<file path="config.mk">
export PLATFORM = sky130hd
export DESIGN_NAME = apb_master_flat
export DESIGN_NICKNAME = d
export VERILOG_FILES = /design/src/rtl/apb_pkg.sv /design/src/rtl/apb_master_if.sv /design/src/rtl/apb_wait_timer.sv /design/src/rtl/apb_master.sv /design/src/flat_wrapper.sv
export SDC_FILE = /design/constraint.sdc
export NUM_CORES = 1
export LEC_CHECK = 0
export ABC_AREA = 1
export CAP_MARGIN = 40
export CORE_AREA = 3 3 90 109
export DETAILED_ROUTE_END_ITERATION = 7
export DIE_AREA = 0 0 93 112
export GPL_ROUTABILITY_DRIVEN = 0
export PLACE_DENSITY = 0.79
export SYNTH_ARGS = -nofsm -noshare
export SYNTH_HDL_FRONTEND = slang
export SYNTH_HIERARCHICAL = 1
export SYNTH_SLANG_ARGS = --single-unit
</file>
<file path="constraint.sdc">
create_clock -name pclk -period 1.9 [get_ports pclk]
set_input_delay 0.19 -clock pclk [delete_from_list [all_inputs] [get_ports pclk]]
set_output_delay 0.19 -clock pclk [all_outputs]
set_load 0.03 [all_outputs]
</file>
<file path="src/rtl/apb_pkg.sv">
// Shared APB types: bus FSM states and data width.
// The APB memory slave imports the same state enum.
package apb_pkg;

  localparam int unsigned APB_DATA_W = 32;

  typedef enum logic [1:0] {
    IDLE,
    SETUP,
    ACCESS
  } apb_state_e;

endpackage

</file>
<file path="src/rtl/apb_master_if.sv">
// Command/response and APB bus signals of the APB requester.
// Two views: master (the requester) and slave (sequencer plus APB slave side).
interface apb_master_if
  import apb_pkg::*;
#(
  parameter int unsigned addrWidth = 12
);

  logic                  req_valid;
  logic                  req_ready;
  logic                  req_write;
  logic [addrWidth-1:0]  req_addr;
  logic [APB_DATA_W-1:0] req_wdata;
  logic                  rsp_valid;
  logic [APB_DATA_W-1:0] rsp_rdata;
  logic                  rsp_err;
  logic                  psel;
  logic                  penable;
  logic                  pwrite;
  logic [addrWidth-1:0]  paddr;
  logic [APB_DATA_W-1:0] pwdata;
  logic                  pready;
  logic [APB_DATA_W-1:0] prdata;

  modport master (
    input  req_valid, req_write, req_addr, req_wdata, pready, prdata,
    output req_ready, rsp_valid, rsp_rdata, rsp_err, psel, penable, pwrite, paddr, pwdata
  );

  modport slave (
    output req_valid, req_write, req_addr, req_wdata, pready, prdata,
    input  req_ready, rsp_valid, rsp_rdata, rsp_err, psel, penable, pwrite, paddr, pwdata
  );

endinterface

</file>
<file path="src/rtl/apb_wait_timer.sv">
// Counts ACCESS wait states; flags expiry after TIMEOUT cycles without pready.
// TIMEOUT = 0 disables expiry.
module apb_wait_timer #(
  parameter int unsigned TIMEOUT = 16
) (
  input  logic pclk,
  input  logic presetn,
  input  logic i_clear,
  input  logic i_enable,
  output logic o_expired
);

  localparam int unsigned CntW = (TIMEOUT > 0) ? $clog2(TIMEOUT + 1) : 1;

  logic [CntW-1:0] r_cnt;

  // Holds at the expiry value so the count never wraps.
  always_ff @(posedge pclk or negedge presetn) begin
    if (!presetn) begin
      r_cnt <= '0;
    end else if (i_clear) begin
      r_cnt <= '0;
    end else if (i_enable && !o_expired) begin
      r_cnt <= r_cnt + CntW'(1);
    end
  end

  assign o_expired = (TIMEOUT != 0) && (r_cnt == CntW'(TIMEOUT - 1));

endmodule

</file>
<file path="src/rtl/apb_master.sv">
// APB requester: turns valid/ready commands into SETUP/ACCESS transfers and
// returns a one-cycle response, aborting with an error if pready never comes.
module apb_master
  import apb_pkg::*;
#(
  parameter int unsigned addrWidth = 12,
  parameter int unsigned TIMEOUT   = 16
) (
  input logic         pclk,
  input logic         presetn,
  apb_master_if.master bus
);

  apb_state_e r_state, w_state_d;

  logic                  r_pwrite;
  logic [addrWidth-1:0]  r_paddr;
  logic [APB_DATA_W-1:0] r_pwdata;
  logic                  r_rsp_valid, w_rsp_valid_d;
  logic [APB_DATA_W-1:0] r_rsp_rdata, w_rsp_rdata_d;
  logic                  r_rsp_err, w_rsp_err_d;
  logic                  w_accept;
  logic                  w_expired;

  // Bus strobes decode from the state register only.
  assign bus.psel    = (r_state != IDLE);
  assign bus.penable = (r_state == ACCESS);
  assign bus.pwrite  = r_pwrite;
  assign bus.paddr   = r_paddr;
  assign bus.pwdata  = r_pwdata;

  // pready reaches req_ready only here; the abort cycle has pready low so never accepts.
  assign bus.req_ready = presetn && ((r_state == IDLE) || ((r_state == ACCESS) && bus.pready));
  assign w_accept      = bus.req_valid && bus.req_ready;

  assign bus.rsp_valid = r_rsp_valid;
  assign bus.rsp_rdata = r_rsp_rdata;
  assign bus.rsp_err   = r_rsp_err;

  apb_wait_timer #(
    .TIMEOUT (TIMEOUT)
  ) u_wait_timer (
    .pclk      (pclk),
    .presetn   (presetn),
    .i_clear   (w_accept),
    .i_enable  ((r_state == ACCESS) && !bus.pready),
    .o_expired (w_expired)
  );

  always_ff @(posedge pclk or negedge presetn) begin
    if (!presetn) begin
      r_state <= IDLE;
    end else begin
      r_state <= w_state_d;
    end
  end

  always_comb begin
    w_state_d     = r_state;
    w_rsp_valid_d = 1'b0;
    w_rsp_rdata_d = '0;
    w_rsp_err_d   = 1'b0;
    unique case (r_state)
      IDLE: begin
        if (w_accept) w_state_d = SETUP;
      end
      SETUP: begin
        w_state_d = ACCESS;
      end
      ACCESS: begin
        if (bus.pready) begin
          w_rsp_valid_d = 1'b1;
          w_rsp_rdata_d = r_pwrite ? '0 : bus.prdata;
          w_state_d     = w_accept ? SETUP : IDLE;
        end else if (w_expired) begin
          w_rsp_valid_d = 1'b1;
          w_rsp_err_d   = 1'b1;
          w_state_d     = IDLE;
        end
      end
      default: begin
        w_state_d = IDLE;
      end
    endcase
  end

  always_ff @(posedge pclk or negedge presetn) begin
    if (!presetn) begin
      r_pwrite    <= 1'b0;
      r_paddr     <= '0;
      r_pwdata    <= '0;
      r_rsp_valid <= 1'b0;
      r_rsp_rdata <= '0;
      r_rsp_err   <= 1'b0;
    end else begin
      if (w_accept) begin
        r_pwrite <= bus.req_write;
        r_paddr  <= bus.req_addr;
        r_pwdata <= bus.req_write ? bus.req_wdata : '0;
      end
      r_rsp_valid <= w_rsp_valid_d;
      r_rsp_rdata <= w_rsp_rdata_d;
      r_rsp_err   <= w_rsp_err_d;
    end
  end

endmodule

</file>
<file path="src/flat_wrapper.sv">
// flat-port wrapper written by rule: the top's interface ports become plain ports
module apb_master_flat import apb_pkg::*;
#(
  parameter int unsigned addrWidth = 12,
  parameter int unsigned TIMEOUT   = 16
)
  (pclk, presetn, bus_req_valid, bus_req_write, bus_req_addr, bus_req_wdata, bus_pready, bus_prdata, bus_req_ready, bus_rsp_valid, bus_rsp_rdata, bus_rsp_err, bus_psel, bus_penable, bus_pwrite, bus_paddr, bus_pwdata);
  apb_master_if #(.addrWidth(addrWidth)) bus_i ();
  input logic pclk;
  input logic presetn;
  input wire logic [$bits(bus_i.req_valid)-1:0] bus_req_valid;
  input wire logic [$bits(bus_i.req_write)-1:0] bus_req_write;
  input wire logic [$bits(bus_i.req_addr)-1:0] bus_req_addr;
  input wire logic [$bits(bus_i.req_wdata)-1:0] bus_req_wdata;
  input wire logic [$bits(bus_i.pready)-1:0] bus_pready;
  input wire logic [$bits(bus_i.prdata)-1:0] bus_prdata;
  output wire logic [$bits(bus_i.req_ready)-1:0] bus_req_ready;
  output wire logic [$bits(bus_i.rsp_valid)-1:0] bus_rsp_valid;
  output wire logic [$bits(bus_i.rsp_rdata)-1:0] bus_rsp_rdata;
  output wire logic [$bits(bus_i.rsp_err)-1:0] bus_rsp_err;
  output wire logic [$bits(bus_i.psel)-1:0] bus_psel;
  output wire logic [$bits(bus_i.penable)-1:0] bus_penable;
  output wire logic [$bits(bus_i.pwrite)-1:0] bus_pwrite;
  output wire logic [$bits(bus_i.paddr)-1:0] bus_paddr;
  output wire logic [$bits(bus_i.pwdata)-1:0] bus_pwdata;
  assign bus_i.req_valid = bus_req_valid;
  assign bus_i.req_write = bus_req_write;
  assign bus_i.req_addr = bus_req_addr;
  assign bus_i.req_wdata = bus_req_wdata;
  assign bus_i.pready = bus_pready;
  assign bus_i.prdata = bus_prdata;
  assign bus_req_ready = bus_i.req_ready;
  assign bus_rsp_valid = bus_i.rsp_valid;
  assign bus_rsp_rdata = bus_i.rsp_rdata;
  assign bus_rsp_err = bus_i.rsp_err;
  assign bus_psel = bus_i.psel;
  assign bus_penable = bus_i.penable;
  assign bus_pwrite = bus_i.pwrite;
  assign bus_paddr = bus_i.paddr;
  assign bus_pwdata = bus_i.pwdata;
  apb_master #(.addrWidth(addrWidth), .TIMEOUT(TIMEOUT)) u_core (.pclk(pclk), .presetn(presetn), .bus(bus_i));
endmodule
</file>
==> metrics, run 1 <==
die area=0.0104 mm^2; later-pin clock latency in the skew report=350 ps; run status=finished clean; Avg Vias per Cell=4.56; pwr/cell area=848 mW/mm^2; gate count of the mapped netlist=428; cts bufs inserted=9; mux cell area share after synthesis=0; Worst-path clk slew=80 ps; critical path depth in cells=5; # diodes=0; maxcap violations=0; Crit-path slowest cell=dfrtp_1; count of different cell masters after synthesis=19; port bufs=162; worst vdd ir=0.586 mV; Avg WL per Cell=13.9 um; first-pass GRT wire length=16,600 um; Worst Path Max Fanout=32; CP peak stage delay=410 ps; worst min path class=in -> reg; Area growth syn-to-layout=50.6%; FF+latch count, synth=86; row cnt=38; yosys warns=6; number of global-route vias before repair=3,335; antenna viol nets, final=0; fin crit period=1690 ps; Net count, final=668; R2R Path End=u_core/u_wait_timer/r_cnt[3]$_DFFE_PN0P_; RSZ-0062 raised after global routing=no; Compound-Gate Fraction of Synth Area=0.00543; hpwl dp=7360 um; routed via count=3,236; CTS sink cnt=86; largest net degree at the start of global routing=46; Syn Std Cell Area=0.00369 mm^2; number of remaining DRC errors=0; Primary FF master, synth=dfrtp_1; Final Hold Vio Count=0; Placement Cell Area=0.00536 mm^2; Core ar.=0.00894 mm^2; Worst Skew=7.58 ps; Crit path max-delay family=buffers and inverters; Die X=93 um; main combinational cell family by area after synthesis=simple AND/OR/NAND/NOR gates; Final Setup Violations=0; Setup crit end kind=output pin; Slew Viols, Final=0; first-pass detailed-route iteration total=4; share of cells above drive strength 1=0.0644; Initial DRC Count=173; EDFF count, synth=0; Slew @ Worst Pin=568 ps; CTS tree=done; # IOs=163; CP dominant cell by count=buf_4; Congestion Overflow GR=0; total track usage=0.202; Post-Synth XOR/XNOR Area=0; total power=4.71 mW; Reg-to-Reg Start=u_core/u_wait_timer/r_cnt[0]$_DFFE_PN0P_; crit-path cells=nand2_2, buf_4, nand2_1, inv_1, buf_4; WP data required=1710 ps; Seq/Total Area, Yosys=0.584; Lkg Pwr=3.01 nW; Crit Path Class=reg -> out; simple-gate share of the synthesized area=0.273; initial antenna violation count=0; syn_area_per_cell=8.62 um^2; setup TNS=0 ps; reg2reg path depth=10; Startpoint Class=flip-flop; filler cell count=800; Min-Delay Path Depth=3; post-synthesis adder-cell area fraction=0.00679; Synth Net Count=511; hold_sp=bus_req_valid; Clock Tree Root=clkbuf_8; final wirelength=9880 um; worst hold slack=273 ps; Worst EP arrival=1500 ps; Core Util, Final=0.621; r2r setup slk=400 ps; worst path bufs/invs=3; finished layout cell area=0.00555 mm^2; ys async rst share=1.00; Die Y-Extent=112 um; relative slew slack=0.622; maximum clock frequency=0.593 GHz; starting density of the core=0.413; Min-Delay Endpoint=u_core/bus.pwdata[5]$_DFFE_PN0P_; Tcrit/Tclk final=0.888; clk buf depth=2; H-tree levels=3
## sequential cells by signal, summed over array words and instances (netlist names)
| signal | flops |
|---|---|
| u_core/r_state | 2 |
| u_core/bus.rsp_rdata | 32 |
| u_core/bus.rsp_err | 1 |
| u_core/u_wait_timer/r_cnt | 5 |
| u_core/bus.rsp_valid | 1 |
| u_core/bus.pwdata | 32 |
| u_core/bus.pwrite | 1 |
| u_core/bus.paddr | 12 |
## worst min-delay path, cell delays in order
cell	delay, ps
buf_2	210
nand4_1	130
nand2_1	50
## metal layers
layer | share of wire | GRT usage | up-vias
met1 | 0.39 | 0.237 | 1506
met5 | 0 | 0 | -
li1 | - | - | 1605
met4 | 0.011 | 0.0665 | 0
met3 | 0.076 | 0.0662 | 7
met2 | 0.52 | 0.346 | 118
## cell usage in the layout, fill, tap and decap left out, types with 2 or more instances in the layout
cell type	synthesis	routed
clkinv_2	0	2
o21ai_0	2	2
clkbuf_8	0	12
buf_4	13	11
inv_1	74	74
nand2_2	4	4
inv_2	3	3
nand4_1	45	45
a21oi_1	2	2
clkdlybuf4s50_1	0	157
dfrtp_1	86	86
ha_1	2	2
nor2_1	44	44
nand2_1	134	134
## worst max path at each step
stage | from | to | slack [ps]
3_3_place_gp | bus_pready | bus_req_ready | 240
4_1_cts | u_core/r_state[0]$_DFFE_PN0P_ | bus_psel | 10
2_1_floorplan | u_core/u_wait_timer/r_cnt[0]$_DFFE_PN0P_ | u_core/u_wait_timer/r_cnt[3]$_DFFE_PN0P_ | 530
6_report | u_core/r_state[1]$_DFFE_PN0P_ | bus_req_ready | 210
3_5_place_dp | bus_pready | bus_req_ready | 210
5_1_grt | u_core/r_state[1]$_DFFE_PN0P_ | bus_req_ready | 100
## per-stage QoR
step | instances | worst slack [ps]
2_1_floorplan | 428 | 527
3_3_place_gp | 692 | 242
3_5_place_dp | 693 | 213
4_1_cts | 710 | 13.8
5_1_grt | 710 | 101
6_report | 710 | 213
## logic make-up (layout without fill, tap and decap cells)
kind of cell / count (synthesis) / in the layout
simple gates: 232 / 232
compound gates: 4 / 4
buf+inv: 104 / 266
fa+ha+maj: 2 / 2
flops: 86 / 86
## Yosys cell counts, types with 3 or more instances
cell | number | share of area
dfrtp_1 | 86 | 0.58
buf_2 | 5 | 0.0068
buf_6 | 5 | 0.015
nand4_1 | 45 | 0.076
inv_2 | 3 | 0.0031
inv_1 | 74 | 0.075
nand2_1 | 134 | 0.14
buf_4 | 13 | 0.026
nand2_2 | 4 | 0.0068
clkbuf_1 | 4 | 0.0041
nor2_1 | 44 | 0.045
## power by group
group | internal (mW) | switching [mW] | total, mW
clock network | 0.579 | 0.616 | 1.20
logic | 0.584 | 0.786 | 1.37
registers | 2.03 | 0.114 | 2.14
total | 3.19 | 1.52 | 4.71
## layout make-up
cell class	count	area, um^2	share of cell area
Sequential cell	86	2150	0.388
Timing Repair Buffer	173	1720	0.309
Multi-Input combinational cell	238	1060	0.190
Inverter	77	289	0.0521
Clock buffer	13	169	0.0304
Tap cell	120	150	0.0270
Clock inverter	3	17.5	0.00315
## timing repair
action / in CTS / in global routing
hold buffers: 1 / 0
gates resized for setup: 1 / 1
hold endpoints to repair: 41 / 0
setup endpoints to repair: 1 / 1
buffers inserted: 0 / 0
(Power assumes the default switching activity.)
==> inputs of run 2 (changes only) <==
--- a/config.mk
+++ b/config.mk
@@ -12,6 +12,7 @@
 export DIE_AREA = 0 0 93 112
 export GPL_ROUTABILITY_DRIVEN = 0
 export PLACE_DENSITY = 0.79
+export SETUP_SLACK_MARGIN = 0.02
 export SYNTH_ARGS = -nofsm -noshare
 export SYNTH_HDL_FRONTEND = slang
 export SYNTH_HIERARCHICAL = 1
==> metrics, run 2 (synthesized netlist as in run 1, its figures left out) <==
reg2reg path depth=10; Final Hold Vio Count=0; first-pass detailed-route iteration total=4; Initial DRC Count=183; die area=0.0104 mm^2; CTS tree=done; worst hold slack=268 ps; Avg Vias per Cell=4.54; placed insts=693; run status=finished clean; WP data required=1710 ps; final wirelength=9820 um; Startpoint Class=flip-flop; number of remaining DRC errors=0; final setup margin=218 ps; antenna viol nets, final=0; Min-Delay Endpoint=u_core/bus.pwdata[5]$_DFFE_PN0P_; CP dominant cell by count=buf_4; later-pin clock latency in the skew report=340 ps; row cnt=38; fin crit period=1680 ps; commonest non-fill, non-tap cell in the layout=clkdlybuf4s50_1; relative slew slack=0.622; first-pass GRT wire length=16,600 um; CP peak stage delay=410 ps; port bufs=162; Congestion Overflow GR=0; clk buf depth=2; Core Util, Final=0.621; Crit path max-delay family=buffers and inverters; Final Setup Violations=0; Min-Delay Path Depth=3; Core ar.=0.00894 mm^2; Setup crit end kind=output pin; Area growth syn-to-layout=50.5%; hold_sp=bus_req_valid; setup TNS=0 ps; filler cell count=802; Worst EP arrival=1490 ps; Place WS=213 ps; maxcap violations=0; starting density of the core=0.413; worst min path class=in -> reg; largest net degree at the start of global routing=46; Worst Path Max Fanout=32; Placement Cell Area=0.00536 mm^2; Worst Skew=6.95 ps; routed via count=3,220; R2R Path End=u_core/u_wait_timer/r_cnt[3]$_DFFE_PN0P_; Net count, final=668; commonest non-fill, non-tap cells in the layout=clkdlybuf4s50_1, nand2_1, dfrtp_1; Die Y-Extent=112 um; # IOs=163; r2r setup slk=400 ps; total track usage=0.202; pwr/cell area=847 mW/mm^2; # diodes=0; Die X=93 um; finished layout cell area=0.00555 mm^2; worst vdd ir=0.586 mV; maximum clock frequency=0.595 GHz; Crit Path Class=reg -> out; total power=4.70 mW; number of global-route vias before repair=3,335; cts bufs inserted=9; crit-path cells=nand2_2, buf_4, nand2_1, inv_1, buf_4; Crit-path slowest cell=dfrtp_1; Slew Viols, Final=0; worst path bufs/invs=3; H-tree levels=3; RSZ-0062 raised after global routing=no; Avg WL per Cell=13.8 um; Tcrit/Tclk final=0.885; Worst-path clk slew=80 ps; Lkg Pwr=3.00 nW; CTS sink cnt=86; initial antenna violation count=0; Layout Cells excl Fill=710; share of cells above drive strength 1=0.0644; Reg-to-Reg Start=u_core/u_wait_timer/r_cnt[0]$_DFFE_PN0P_; hpwl dp=7360 um; Slew @ Worst Pin=568 ps; Clock Tree Root=clkbuf_8
==> run 2: cell types whose count changed in the layout (fill, tap and decap cells not counted) <==
| cell | previous run | this run |
|---|---|---|
| dlygate4sd2_1 | 1 | 2 |
| dlymetal6s2s_1 | 1 | 0 |
==> run 2: routing by layer <==
layer | up-vias | track usage | wire [um]
li1 | 1605 | - | -
met1 | 1493 | 0.237 | 3800
met2 | 115 | 0.346 | 5170
met3 | 7 | 0.0662 | 749
met4 | 0 | 0.0665 | 110
met5 | - | 0 | 0
==> run 2: worst register-to-register path, stage by stage, from the launching register on <==
cell and delay (ps):
dfrtp_1 410, ha_1 230, nand2_1 70, nor2_1 40
ha_1 200, inv_2 70, nand3_1 80, nor2_1 150
nand2_1 60, nand2_1 50, nor2_1 40
==> run 2: cell type report <==
type	instances	area, um^2	area share
Inverter	77	289	0.0521
Clock inverter	3	17.5	0.00316
Sequential cell	86	2150	0.388
Clock buffer	13	169	0.0304
Tap cell	120	150	0.0271
Multi-Input combinational cell	238	1060	0.191
Timing Repair Buffer	173	1710	0.309
==> run 2: worst max path at each step <==
stage	startpoint	endpoint	slack [ps]	cells past startpoint
2_1_floorplan	u_core/u_wait_timer/r_cnt[0]$_DFFE_PN0P_	u_core/u_wait_timer/r_cnt[3]$_DFFE_PN0P_	530	10
3_3_place_gp	bus_pready	bus_req_ready	240	7
3_5_place_dp	bus_pready	bus_req_ready	210	7
4_1_cts	u_core/r_state[1]$_DFFE_PN0P_	bus_req_ready	180	5
5_1_grt	u_core/r_state[1]$_DFFE_PN0P_	bus_req_ready	100	5
6_report	u_core/r_state[1]$_DFFE_PN0P_	bus_req_ready	220	5
==> run 2: timing repair <==
| item | 4_1_cts | 5_1_grt |
|---|---|---|
| endpoints found under the setup margin | 2 | 0 |
| buffers inserted | 0 | 0 |
| resized for setup | 2 | 0 |
| hold buffers | 1 | 0 |
| endpoints found under the hold margin | 41 | 0 |
==> run 2: where the power goes <==
part	total [mW]	internal (mW)	switching [mW]
clock	1.20	0.579	0.616
sequential	2.14	2.03	0.114
combinational	1.37	0.582	0.784
